[config.mk]
export PLATFORM = sky130hd
export DESIGN_NAME = alu_sequencer
export DESIGN_NICKNAME = d
export VERILOG_FILES = /design/src/rtl/alu_sequencer.sv
export SDC_FILE = /design/constraint.sdc
export NUM_CORES = 1
export LEC_CHECK = 0
export ABC_AREA = 1
export CORE_MARGIN = 2
export CORE_UTILIZATION = 25
export DETAILED_ROUTE_END_ITERATION = 10
export DONT_BUFFER_PORTS = 1
export GPL_TIMING_DRIVEN = 0
export HOLD_SLACK_MARGIN = 0.08
export PLACE_DENSITY = 0.41
export SKIP_CTS_REPAIR_TIMING = 1
export SLEW_MARGIN = 20
export SYNTH_ARGS = -nofsm -noshare
export SYNTH_HDL_FRONTEND = slang
export SYNTH_SLANG_ARGS = --single-unit
[constraint.sdc]
create_clock -name i_Clk -period 7.7 [get_ports i_Clk]
set_clock_uncertainty 0.05 [all_clocks]
set_input_delay 1.155 -clock i_Clk [delete_from_list [all_inputs] [get_ports i_Clk]]
set_output_delay 1.155 -clock i_Clk [all_outputs]
set_load 0.02 [all_outputs]
[src/rtl/alu_sequencer.sv]
`default_nettype none
// ============================================================================
//  Module   : alu_sequencer
//  Brief    : Single-command bus initiator for the ArgonALU. Writes operands,
//             opcode and optional flags preload, then reads Y and flags back.
//  Revision : 1.0  initial release
// ============================================================================
module alu_sequencer #(
    parameter int WORDSIZE = 16,
    parameter int OPW      = 4
) (
    input  logic                i_Clk,
    input  logic                i_Reset,
    input  logic                i_cmdValid,
    output logic                o_cmdReady,
    input  logic [WORDSIZE-1:0] i_cmdA,
    input  logic [WORDSIZE-1:0] i_cmdB,
    input  logic [OPW-1:0]      i_cmdOp,
    input  logic                i_cmdWrF,
    input  logic [WORDSIZE-1:0] i_cmdFlags,
    output logic                o_rspValid,
    input  logic                i_rspReady,
    output logic [WORDSIZE-1:0] o_rspY,
    output logic [WORDSIZE-1:0] o_rspFlags,
    output logic                o_rspErr,
    output logic [WORDSIZE-1:0] o_busData,
    output logic                o_busValid,
    input  logic [WORDSIZE-1:0] i_busData,
    input  logic                i_busValid,
    output logic                o_latchA,
    output logic                o_latchB,
    output logic                o_latchF,
    output logic                o_latchOp,
    output logic                o_outputY,
    output logic                o_outputF
);

    localparam logic [2:0] c_IDLE  = 3'd0;
    localparam logic [2:0] c_WR_F  = 3'd1;
    localparam logic [2:0] c_WR_A  = 3'd2;
    localparam logic [2:0] c_WR_B  = 3'd3;
    localparam logic [2:0] c_WR_OP = 3'd4;
    localparam logic [2:0] c_EXEC  = 3'd5;
    localparam logic [2:0] c_RD_F  = 3'd6;
    localparam logic [2:0] c_RESP  = 3'd7;

    logic [2:0]          r_state;
    logic [2:0]          w_next_state;
    logic                w_accept;
    logic [WORDSIZE-1:0] r_cmd_a;
    logic [WORDSIZE-1:0] r_cmd_b;
    logic [WORDSIZE-1:0] r_cmd_flags;
    logic [OPW-1:0]      r_cmd_op;
    logic [WORDSIZE-1:0] r_rsp_y;
    logic [WORDSIZE-1:0] r_rsp_flags;
    logic                r_rsp_err;

    assign w_accept = i_cmdValid && (r_state == c_IDLE);

    // Writes run back-to-back: any bus-valid gap lets the ALU recompute flags.
    always_comb begin
        w_next_state = r_state;
        case (r_state)
            c_IDLE:  if (i_cmdValid) w_next_state = i_cmdWrF ? c_WR_F : c_WR_A;
            c_WR_F:  w_next_state = c_WR_A;
            c_WR_A:  w_next_state = c_WR_B;
            c_WR_B:  w_next_state = c_WR_OP;
            c_WR_OP: w_next_state = c_EXEC;
            c_EXEC:  w_next_state = c_RD_F;
            c_RD_F:  w_next_state = c_RESP;
            c_RESP:  if (i_rspReady) w_next_state = c_IDLE;
            default: w_next_state = c_IDLE;
        endcase
    end

    always_ff @(posedge i_Clk or posedge i_Reset) begin
        if (i_Reset) begin
            r_state     <= c_IDLE;
            r_cmd_a     <= '0;
            r_cmd_b     <= '0;
            r_cmd_flags <= '0;
            r_cmd_op    <= '0;
            r_rsp_y     <= '0;
            r_rsp_flags <= '0;
            r_rsp_err   <= 1'b0;
        end else begin
            r_state <= w_next_state;
            if (w_accept) begin
                r_cmd_a     <= i_cmdA;
                r_cmd_b     <= i_cmdB;
                r_cmd_flags <= i_cmdFlags;
                r_cmd_op    <= i_cmdOp;
                r_rsp_err   <= 1'b0;
            end
            // Y must be taken in EXEC; flags move once bus valid is low.
            if (r_state == c_EXEC) begin
                r_rsp_y <= i_busData;
                if (!i_busValid) r_rsp_err <= 1'b1;
            end
            if (r_state == c_RD_F) begin
                r_rsp_flags <= i_busData;
                if (!i_busValid) r_rsp_err <= 1'b1;
            end
        end
    end

    always_comb begin
        o_busData = '0;
        case (r_state)
            c_WR_F:  o_busData = r_cmd_flags;
            c_WR_A:  o_busData = r_cmd_a;
            c_WR_B:  o_busData = r_cmd_b;
            c_WR_OP: o_busData = {{(WORDSIZE-OPW){1'b0}}, r_cmd_op};
            default: o_busData = '0;
        endcase
    end

    assign o_cmdReady = (r_state == c_IDLE);
    assign o_rspValid = (r_state == c_RESP);
    assign o_busValid = (r_state == c_WR_F) || (r_state == c_WR_A) ||
                        (r_state == c_WR_B) || (r_state == c_WR_OP);
    assign o_latchF   = (r_state == c_WR_F);
    assign o_latchA   = (r_state == c_WR_A);
    assign o_latchB   = (r_state == c_WR_B);
    assign o_latchOp  = (r_state == c_WR_OP);
    assign o_outputY  = (r_state == c_EXEC);
    assign o_outputF  = (r_state == c_RD_F);
    assign o_rspY     = r_rsp_y;
    assign o_rspFlags = r_rsp_flags;
    assign o_rspErr   = r_rsp_err;

endmodule
`default_nettype wire

Word level (Yosys, flattened, before mapping)
Cells that the tools add are included.
{"block": "word_totals", "in_bits": 74, "register_bits": 88, "output_inout_bits": 58, "wordCells": 33}
{"block": "classes", "reduce_logical": 6, "eq_ne": 9, "n_mux": 10}
{"cell": "one-hot mux 16 bit (4 select lines)", "count": 1}
{"cell": "one-hot mux 3 bit (8 select lines)", "count": 1}
{"cell": "== test 3 bit, second input constant", "count": 4}
{"cell": "== test 3 x 2 -> 1 bit, second input constant", "count": 2}
{"cell": "2-to-1 mux 3 bit", "count": 2}
{"cell": "2-to-1 mux 1 bit", "count": 5}
{"cell": "== test 3 x 1 -> 1 bit, second input constant", "count": 1}
{"cell": "logical NOT 3 bit", "count": 1}
{"cell": "logical OR 1 bit", "count": 3}
{"cell": "2-to-1 mux 2 bit", "count": 1}
{"cell": "inequality test 2 x 1 -> 1 bit, second input constant", "count": 1}
{"cell": "inequality test 2 bit, second input constant", "count": 1}
{"cell": "AND reduction 2 bit", "count": 1}
{"cell": "logical AND 1 bit", "count": 1}

Depth between registers and ports, before layout
{"block": "depth", "word_depth": 7, "depth_mapped": 8, "mapped_depth_nobuf": 6}

Least setup slack after synthesis
No wires, ideal clock.
{"block": "synth_timing", "kind": "reg-to-output", "startpoint": "reg r_state[0]", "endpoint": "out o_busData[10]", "required_ns": 6.495, "stages_incl_launch_ff": 7, "path_slack_ns": 5.144, "n_path_buf": 1, "t_arrival_ns": 1.351, "path_cell_list": "dfrtp_1 inv_2 nand2_1 nor2_2 buf_2 nand2_1 nand3_1"}
{"block": "synth_between", "elab_chain_len": 2, "elab_cells_between_ends": 5, "classes_between": "4 x eq/ne; 1 x mux"}
{"element": "from (decl)", "line_no": "47", "source": "logic [2:0] r_state;"}
{"element": "from (signal assigned)", "line_no": "78", "source": "r_state <= c_IDLE;"}
{"element": "from (signal assigned)", "line_no": "87", "source": "r_state <= w_next_state;"}
{"element": "== test 3 x 2 -> 1 bit"}
{"element": "via o_latchA", "line_no": "30", "source": "output logic o_latchA,"}
{"element": "one-hot mux 16 bit (4 select lines)", "line_no": "109", "source": "case (r_state)"}
{"element": "to (decl)", "line_no": "26", "source": "output logic [WORDSIZE-1:0] o_busData,"}
The timed path passes the listed nets, and every way through them passes these cells.

Final worst setup path
Ends and elaborated chain as after synthesis.

==> flow_summary_export.csv <==
group,metric,value,unit
logic_synthesis,synth.yosys.warnings,0,
worst_setup_path,critPathSlowestCell,"dfrtp_1",
logic_synthesis,synthXorXnorAreaFrac,0.002324,
job,cap_viol_max_count,0,
sta,fin_crit_sh,0.4379,
routing,drtPass1Iterations,5,
worst_setup_path,r2r-end,"r_cmd_b[9]$_DFFE_PP0P_",
place,hpwl,7861,µm
sta,fin_setup_tns,0,ns
worst_setup_path,cpMostUsedCell,"nand2_1",
die,fp.dieH,126.8,µm
logic_synthesis,synth_seq_cells,88,
worst_setup_path,critPathKind,"reg -> out",
sta,finalSetupViolations,0,
power,ir_drop,195.2,µV
routing,avgRoutedWirePerCell,16.72,µm
worst_setup_path,worst_r2r_startpoint,"r_state[1]$_DFFE_PP0P_",
sta,fmax,0.2966,GHz
final_layout,layout_commonest_cell,"nand2_1",
logic_synthesis,yosys.area.top_type,"dfrtp_1",
logic_synthesis,avgSynthCellArea,8.338,µm²
die,num_rows,44,
min_path,hp-class,"reg -> reg",
logic_synthesis,syn_inst,452,
routing,vias,2886,
sta,hold_viol,0,
power,power.leakage,2.287,nW
worst_setup_path,cp_max_fo,10,
logic_synthesis,synth-simple-area-share,0.2915,
clock_network,clk_path_buf_depth,2,
worst_setup_path,required,6.49,ns
global_routing,overflow,0,
global_routing,grt_pass1_vias,3036,
final_layout,num_antenna_cells,0,
final_layout,drive_above_1_share,0.08761,
logic_synthesis,synthMuxAreaShare,0,
routing,dr.first_iter.drc_count,141,
routing,drc_errors,0,
worst_setup_path,crit_arrival,2.17,ns
place,dpl.cell_count,637,
final_layout,fin_cells,652,
clock_network,cts_root_buffer,"clkbuf_16",
power,powerDensity,464.6,mW/mm²
place,place_congestion,0.7663,
die,dieArea,0.01607,mm²
place,portBuffers,0,
global_routing,grt_max_degree,47,
routing,final_antenna_net_count,0,
logic_synthesis,syn_area,0.003769,mm²
logic_synthesis,syn_nets,526,
logic_synthesis,yosys.cell_types.count,22,
final_layout,final_cell_mix,"247 x nand2_1, 88 x dfrtp_1, 32 x o21ai_0",
sta,slew_headroom,0.6792,
worst_setup_path,cp-startpoint,"r_state[0]$_DFFE_PP0P_",
status,status,"completed",
worst_setup_path,path_cells,"inv_2 -> nand2_1 -> nor2_2 -> buf_2 -> nand2_1 -> nand3_1",
worst_setup_path,cpPeakStageDelay,0.47,ns
clock_network,cts_buffers,9,
global_routing,antenna_found_initial,0,
global_routing,grt_pass1_wl,17030,µm
worst_setup_path,r2r_slack,6.08,ns
worst_setup_path,cp-start-kind,"flip-flop",
logic_synthesis,synth-adder-area-share,0,
logic_synthesis,synth_top_area_frac,0.5843,
final_layout,fin_nets,538,
routing,vias_per_cell,4.426,
sta,tightestPinTransition,0.4811,ns
logic_synthesis,synth_compound_area_frac,0.05146,
sta,final-max-slew-violation-count,0,
worst_setup_path,rr_worst_depth,8,
die,start_util,0.2573,
clock_network,cts_tree,"built",
sta,min_period,3.372,ns
clock_network,clk_pin_slew,0.06,ns
clock_network,cts_num_sinks,88,
logic_synthesis,yosysSeqAreaShare,0.5843,
clock_network,htreeDepth,3,
die,die_w,126.8,µm
logic_synthesis,synth_top_family_by_area,"simple AND/OR/NAND/NOR gates",
worst_setup_path,critPathCapture,"o_busData[10]",
routing,drt-total-wl,10900,µm
final_layout,syn_to_final_growth,15.90,%
clock_network,clock_latency,0.35,ns
die,coreArea,0.01464,mm²
worst_setup_path,end_kind,"output pin",
logic_synthesis,synthTopCellsByArea,"dfrtp_1 58%, nand2_1 25%, o21ai_0 4.2%",
sta,rsz0062_at_grt,"false",
die,io_pins,132,
global_routing,grt_usage,0.1417,
==> metal layers <==
layer | routed length (µm) | track usage
met4 | 185 | 0.04654
met5 | 0 | 0
met2 | 4961 | 0.2277
met3 | 1053 | 0.06369
met1 | 4700 | 0.1702
==> report_power, final <==
part,switching (W),internal (W)
sequential,0.000248,0.000680
combinational,0.000424,0.000178
clock,0.000176,0.000324
total,0.000848,0.00118
==> layout make-up <==
| cell class | instances | area (µm²) |
|---|---|---|
| Fill cell | 1588 | 10280 |
| Sequential cell | 88 | 2202 |
| Multi-Input combinational cell | 313 | 1301 |
| Clock buffer | 12 | 246.5 |
| Tap cell | 184 | 230.2 |
| Buffer | 21 | 150.1 |
| Inverter | 30 | 120.1 |
| Clock inverter | 3 | 90.09 |
| Timing Repair Buffer | 1 | 27.53 |
==> stage by stage <==
step                hold slack (ns)  cell area (µm²)  utilization  power (W)  worst slack [ns]
finish                       0.4218             4368       0.2983   0.002030             4.328
global route                 0.4393             4368       0.2983   0.002191             4.140
CTS                          0.4247             4368       0.2983   0.002067             4.270
detailed placement           0.4088             4031       0.2753   0.001554             4.666
global placement             0.4055             3999       0.2731   0.001537             3.057
floorplan                    0.3922             3769            -   0.001370             4.216
==> worst max-delay path: cells and delay by family (launching register included) <==
kind / cells / cell delay (ns)
buffers and inverters: 2 / 0.53
DFF: 1 / 0.47
and+or+nand+nor: 4 / 0.80
==> cells in the mapped netlist <==
master    instances
clkbuf_2          1
o21ai_0          32
clkbuf_1          3
nor2_4            3
nor2_2            1
o21ai_1           3
inv_4             1
nand4_1           5
nor3_4            1
buf_2             5
nand2_1         247
a31oi_1           1
o211ai_1          1
a21oi_1           1
dfrtp_1          88
xor2_1            1
inv_2             2
nor2_1            1
inv_1            27
buf_6             5
buf_4             7
nand3_1          16
==> cell families (layout without fill, tap and decap cells) <==
family          count (synthesis)  count (layout)
compound gates                 38              38
xor+xnor                        1               1
buf+inv                        51              67
flops                          88              88
simple gates                  274             274
==> how the worst min path moves through the flow <==
stage | start | to | slack, ns | cells past startpoint
2_1_floorplan | r_cmd_a[0]$_DFFE_PP0P_ | r_cmd_a[0]$_DFFE_PP0P_ | 0.39 | 2
3_3_place_gp | r_cmd_b[11]$_DFFE_PP0P_ | r_cmd_b[11]$_DFFE_PP0P_ | 0.41 | 2
3_5_place_dp | r_cmd_flags[8]$_DFFE_PP0P_ | r_cmd_flags[8]$_DFFE_PP0P_ | 0.41 | 2
4_1_cts | r_cmd_b[6]$_DFFE_PP0P_ | r_cmd_b[6]$_DFFE_PP0P_ | 0.42 | 2
5_1_grt | r_cmd_b[6]$_DFFE_PP0P_ | r_cmd_b[6]$_DFFE_PP0P_ | 0.44 | 2
6_report | r_cmd_a[10]$_DFFE_PP0P_ | r_cmd_a[10]$_DFFE_PP0P_ | 0.42 | 2
==> state kept, by name (all words and copies together) (netlist names) <==
register     flops
r_cmd_b         16
r_state          3
r_cmd_op         4
r_cmd_flags     16
o_rspY          16
o_rspFlags      16
o_rspErr         1
r_cmd_a         16
Power figures use the tool's default switching activity.
